[config.mk]
export PLATFORM = sky130hd
export DESIGN_NAME = dm_responder
export DESIGN_NICKNAME = d
export VERILOG_FILES = /design/src/rtl/dm_pkg.sv /design/src/rtl/dm_array.sv /design/src/rtl/dm_responder.sv
export SDC_FILE = /design/constraint.sdc
export NUM_CORES = 1
export LEC_CHECK = 0
export BUFFER_PORTS_ARGS = -buffer_cell sky130_fd_sc_hd__buf_2
export CORE_UTILIZATION = 35
export CTS_CLUSTER_SIZE = 10
export DETAILED_ROUTE_END_ITERATION = 6
export MAX_ROUTING_LAYER = met4
export PLACE_DENSITY = 0.6
export SYNTH_ARGS = -nofsm -noshare
export SYNTH_HDL_FRONTEND = slang
export SYNTH_SLANG_ARGS = --single-unit
[constraint.sdc]
create_clock -name clk -period 8.3 [get_ports clk]
set_input_delay 1.245 -clock clk [delete_from_list [all_inputs] [get_ports clk]]
set_output_delay 1.245 -clock clk [all_outputs]
set_load 0.01 [all_outputs]
[src/rtl/dm_pkg.sv]
// dm_pkg: shared encodings and widths for the data-memory responder
package dm_pkg;
    localparam logic [1:0] IDLE = 2'd0;
    localparam logic [1:0] WAIT = 2'd1;
    localparam logic [1:0] RESP = 2'd2;
    localparam int STRB_W = 4;
    localparam int DATA_W = 32;
    localparam int CNT_W  = 4;
    typedef enum logic [1:0] {ST_IDLE = IDLE, ST_WAIT = WAIT, ST_RESP = RESP} state_e;
endpackage

[src/rtl/dm_array.sv]
// dm_array: DEPTHx32 storage with byte-enabled synchronous write and registered read
// Ports: clk, reset (async, clears rd_o only), wr_en_i/rd_en_i/rd_clr_i strobes,
//        addr_i word index, wstrb_i lane enables, wd_i write data, rd_o read register
module dm_array
    import dm_pkg::*;
#(
    parameter int DEPTH  = 32,
    parameter int ADDR_W = 5
) (
    input  logic              clk,
    input  logic              reset,
    input  logic              wr_en_i,
    input  logic              rd_en_i,
    input  logic              rd_clr_i,
    input  logic [ADDR_W-1:0] addr_i,
    input  logic [STRB_W-1:0] wstrb_i,
    input  logic [DATA_W-1:0] wd_i,
    output logic [DATA_W-1:0] rd_o
);
    logic [DATA_W-1:0] mem_q [DEPTH];
    logic [DATA_W-1:0] rd_q;

    // Storage is deliberately not reset.
    always_ff @(posedge clk) begin
        for (int i = 0; i < STRB_W; i++)
            if (wr_en_i && wstrb_i[i]) mem_q[addr_i][8*i +: 8] <= wd_i[8*i +: 8];
    end

    always_ff @(posedge clk or posedge reset) begin
        if (reset) rd_q <= '0;
        else if (rd_clr_i) rd_q <= '0;
        else if (rd_en_i) rd_q <= mem_q[addr_i];
    end

    assign rd_o = rd_q;
endmodule

[src/rtl/dm_responder.sv]
// dm_responder: req/ack data-memory responder with fixed wait states and byte strobes
// Ports: clk, reset (async, active-high); req/address/we/wstrb/wd request side;
//        ack (1-cycle pulse), rd (load data, held), err (out of range), busy
module dm_responder
    import dm_pkg::*;
#(
    parameter int DEPTH       = 32,
    parameter int ADDR_W      = 5,
    parameter int WAIT_CYCLES = 2
) (
    input  logic              clk,
    input  logic              reset,
    input  logic              req,
    input  logic [31:0]       address,
    input  logic              we,
    input  logic [STRB_W-1:0] wstrb,
    input  logic [DATA_W-1:0] wd,
    output logic              ack,
    output logic [DATA_W-1:0] rd,
    output logic              err,
    output logic              busy
);
    state_e            state_q, state_d;
    logic [CNT_W-1:0]  cnt_q, cnt_d;
    logic [31:0]       addr_q, addr_d;
    logic              we_q, we_d;
    logic [STRB_W-1:0] wstrb_q, wstrb_d;
    logic [DATA_W-1:0] wd_q, wd_d;
    logic              err_q, err_d;
    logic              fire, in_range;

    // The counter runs down to zero in WAIT so the RESP-entry edge lands
    // WAIT_CYCLES+1 edges after capture, including WAIT_CYCLES=0.
    assign fire     = (state_q == ST_WAIT) && (cnt_q == '0);
    assign in_range = (addr_q >> (ADDR_W + 2)) == '0;

    always_comb begin
        state_d = state_q;
        cnt_d   = cnt_q;
        addr_d  = addr_q;
        we_d    = we_q;
        wstrb_d = wstrb_q;
        wd_d    = wd_q;
        err_d   = err_q;
        case (state_q)
            ST_IDLE: if (req) begin
                addr_d  = address;
                we_d    = we;
                wstrb_d = wstrb;
                wd_d    = wd;
                cnt_d   = CNT_W'(WAIT_CYCLES);
                state_d = ST_WAIT;
            end
            ST_WAIT: if (fire) begin
                state_d = ST_RESP;
                err_d   = ~in_range;
            end else cnt_d = cnt_q - CNT_W'(1);
            ST_RESP: begin
                state_d = ST_IDLE;
                err_d   = 1'b0;
            end
            default: state_d = ST_IDLE;
        endcase
    end

    always_ff @(posedge clk or posedge reset) begin
        if (reset) begin
            state_q <= ST_IDLE;
            cnt_q   <= '0;
            addr_q  <= '0;
            we_q    <= 1'b0;
            wstrb_q <= '0;
            wd_q    <= '0;
            err_q   <= 1'b0;
        end else begin
            state_q <= state_d;
            cnt_q   <= cnt_d;
            addr_q  <= addr_d;
            we_q    <= we_d;
            wstrb_q <= wstrb_d;
            wd_q    <= wd_d;
            err_q   <= err_d;
        end
    end

    dm_array #(.DEPTH(DEPTH), .ADDR_W(ADDR_W)) u_array (
        .clk      (clk),
        .reset    (reset),
        .wr_en_i  (fire && we_q && in_range),
        .rd_en_i  (fire && !we_q && in_range),
        .rd_clr_i (fire && !we_q && !in_range),
        .addr_i   (addr_q[ADDR_W+1:2]),
        .wstrb_i  (wstrb_q),
        .wd_i     (wd_q),
        .rd_o     (rd)
    );

    assign ack  = state_q == ST_RESP;
    assign busy = state_q != ST_IDLE;
    assign err  = err_q;
endmodule
==> impl_metrics.tcl <==
set metrics [dict create \
    status "finished clean" \
    synth_edf_count 1024 \
    synth_area_leaders "edfxtp_1 70%, mux2i_1 7.9%, dfrtp_1 6.0%" \
    finClkSkew_ns 0.0248 \
    cts.path.max_buffers 3 \
    seq_area_frac_synth 0.759 \
    arrival_ns 4.50 \
    vias 23700 \
    max_slew_margin 0.102 \
    viasPerCell 5.36 \
    finalPower_mw 16.8 \
    synth_ff_type "edfxtp_1" \
    cts_resized 0 \
    synthArstFlopShare 0.0938 \
    design_area_mm2 0.0502 \
    power_frac_seq 0.483 \
    rows 129 \
    htreeDepth 4 \
    power.switching_mw 5.25 \
    clk_pin_slew_ns 0.06 \
    grt_pass1_wl_um 166000 \
    powerDensity_mw_per_mm2 335 \
    worstSetupEndpointType "flip-flop" \
    dieArea_mm2 0.127 \
    utilization 0.404 \
    ant_nets 0 \
    io_buffer_count 104 \
    dieHeight_um 357 \
    fin_cells 4426 \
    ys_ff_latch 1130 \
    drt_wl_total_um 117000 \
    p_int_mw 11.5 \
    placed_cell_area_mm2 0.0462 \
    crit_required_ns 8.96 \
    setup_viol 0 \
    combPwrFrac 0.201 \
    area_growth_pct 14.1 \
    critical_path_peak_fanout 137 \
    hold_buffers 0 \
    swShare 0.313 \
    cts_tree "done" \
    drv_slew 0 \
    place_ws_ns 4.44 \
    first_iter_violations 2742 \
    yosys.area.top_type "edfxtp_1" \
    fillers 11100 \
    die_x_um 357 \
    ir_drop_mv 0.350 \
    fin_crit_ns 3.85 \
    rsz0062_at_grt "no" \
    post-dp-hpwl_um 69900 \
    syn_inst 2559 \
    routedWlPerCell_um 26.4 \
    core_mm2 0.124 \
    place_congestion 0.811 \
    crit_type "flip-flop to flip-flop" \
    nets 2768 \
    placedCellCount 4196 \
    numCtsBuffers 133 \
    grt-ovfl-total 0 \
    drc 0 \
    max_freq_mhz 260 \
    grt_pass1_vias 23300 \
    drt_pass1_iterations 5 \
    timing.critical_path.from_type "flip-flop" \
    worstMarginPinSlew_ns 1.35 \
    power_frac_clock 0.316 \
    syn-num-nets 2633 \
    hold_viol 0 \
    clockRootBuffer "clkbuf_16" \
    cts_setup_buffers 0 \
    avgSynthCellArea_um2 17.2 \
    clkLatencyLatePin_ns 0.73 \
    initial_core_util 0.354 \
    synth_cell_types 49 \
    grt_start_max_net_pins 138 \
    yosys_warnings 0 \
    io-pin-count 107 \
    synth_top_area_frac 0.699 \
    grtUsageTotal 0.188 \
    fin_tns_setup_ns 0 \
    hold_ws_ns 0.472 \
    antenna_found_initial 4 \
    drv_cap 0 \
    hold_path.class "flip-flop to flip-flop" \
    leakage_nw 16.7 \
    clock-sinks 1130 \
    min_period_over_period 0.464 \
    syn_area_mm2 0.0440 \
    setup_ws_ns 4.45 \
    drive_above_1_share 0.145 \
]
[Yosys cell counts (24+ instances only)]
cell type  instances
nand4_1           61
a22oi_1          169
edfxtp_1        1024
o31ai_1           24
nor2b_1           28
dfrtp_1          106
buf_2             56
nor2_1           141
mux2i_1          348
clkbuf_1          49
mux4_2            63
buf_4             40
nand2_1          272
[final timing paths]
| kind | from | to | slack (ns) | cells past startpoint |
|---|---|---|---|---|
| setup / recovery | addr_q[3] | u_array.rd_o[14] | 4.45 | 7 |
| hold / removal | u_array.rd_o[27] | u_array.rd_o[27] | 0.47 | 2 |
| setup reg to reg | addr_q[3] | u_array.rd_o[14] | 4.45 | 7 |
| hold reg to reg | u_array.rd_o[27] | u_array.rd_o[27] | 0.47 | 2 |
| max in group asynchronous | reset | addr_q[3] | 6.18 | 3 |
| min in group asynchronous | reset | wd_q[16] | 0.58 | 2 |
[critical path, stage by stage (launching register included)]
cell,delay [ns]
dfrtp_4,0.89
buf_12,0.72
buf_4,0.85
mux2i_1,0.17
a22oi_1,0.29
nand4_1,0.22
or3_1,0.36
o21ai_1,0.13
[cells in the final DEF (no fill, tap or decap), types with 24 or more instances in the layout]
cell | synthesis | layout
mux4_2 | 63 | 63
mux2i_1 | 348 | 348
nand2_1 | 272 | 271
nand4_1 | 61 | 61
nor2_1 | 141 | 140
o31ai_1 | 24 | 24
a22oi_1 | 169 | 169
buf_2 | 56 | 104
clkbuf_16 | 0 | 135
edfxtp_1 | 1024 | 1024
dfrtp_1 | 106 | 104
clkbuf_1 | 49 | 73
buf_4 | 40 | 46
nor2b_1 | 28 | 28
[final cells by class]
cell class	count	area (um^2)	share of cell area
clock buffers	209	3670	0.0730
inverters	6	27.5	0.000548
repair buffers	152	906	0.0180
clock inverters	17	264	0.00526
diodes	4	10.0	0.000199
well taps	1637	2050	0.0408
multi-input cells	1271	9860	0.196
flip-flops and latches	1130	33400	0.666
[cells by family after synthesis]
kind of cell / synth area share
muxes: 0.116
AOI/OAI and AO/OA: 0.0482
buffers and inverters: 0.0191
DFF: 0.759
adders and majority gates: 0.000569
and+or+nand+nor: 0.0569
xor gates and xnor gates: 0.000398
[power by group through the flow]
stage	Sequential [mW]	Clock, mW	Combinational (mW)
floorplan	7.73	0	2.35
global placement	8.17	0	3.36
detailed placement	8.22	0	3.37
CTS	8.11	5.39	3.38
global route	8.18	5.61	3.59
finish	8.10	5.31	3.38
[flip-flops by register name (all words and copies together) (netlist names)]
register and flops:
err 1, we_q 1, cnt_q 4, addr_q 30
u_array.mem_q 1024, wd_q 32, u_array.rd_o 32, wstrb_q 4
state_q 2
[layer usage]
layer / GRT usage / vias to the layer above / part of all wire
li1: - / 10300 / -
met1: 0.265 / 12300 / 0.44
met2: 0.276 / 1001 / 0.46
met3: 0.0380 / 162 / 0.086
met4: 0.0524 / 0 / 0.021
met5: - / - / 0
Note: power is estimated with default switching activity, not from simulation.
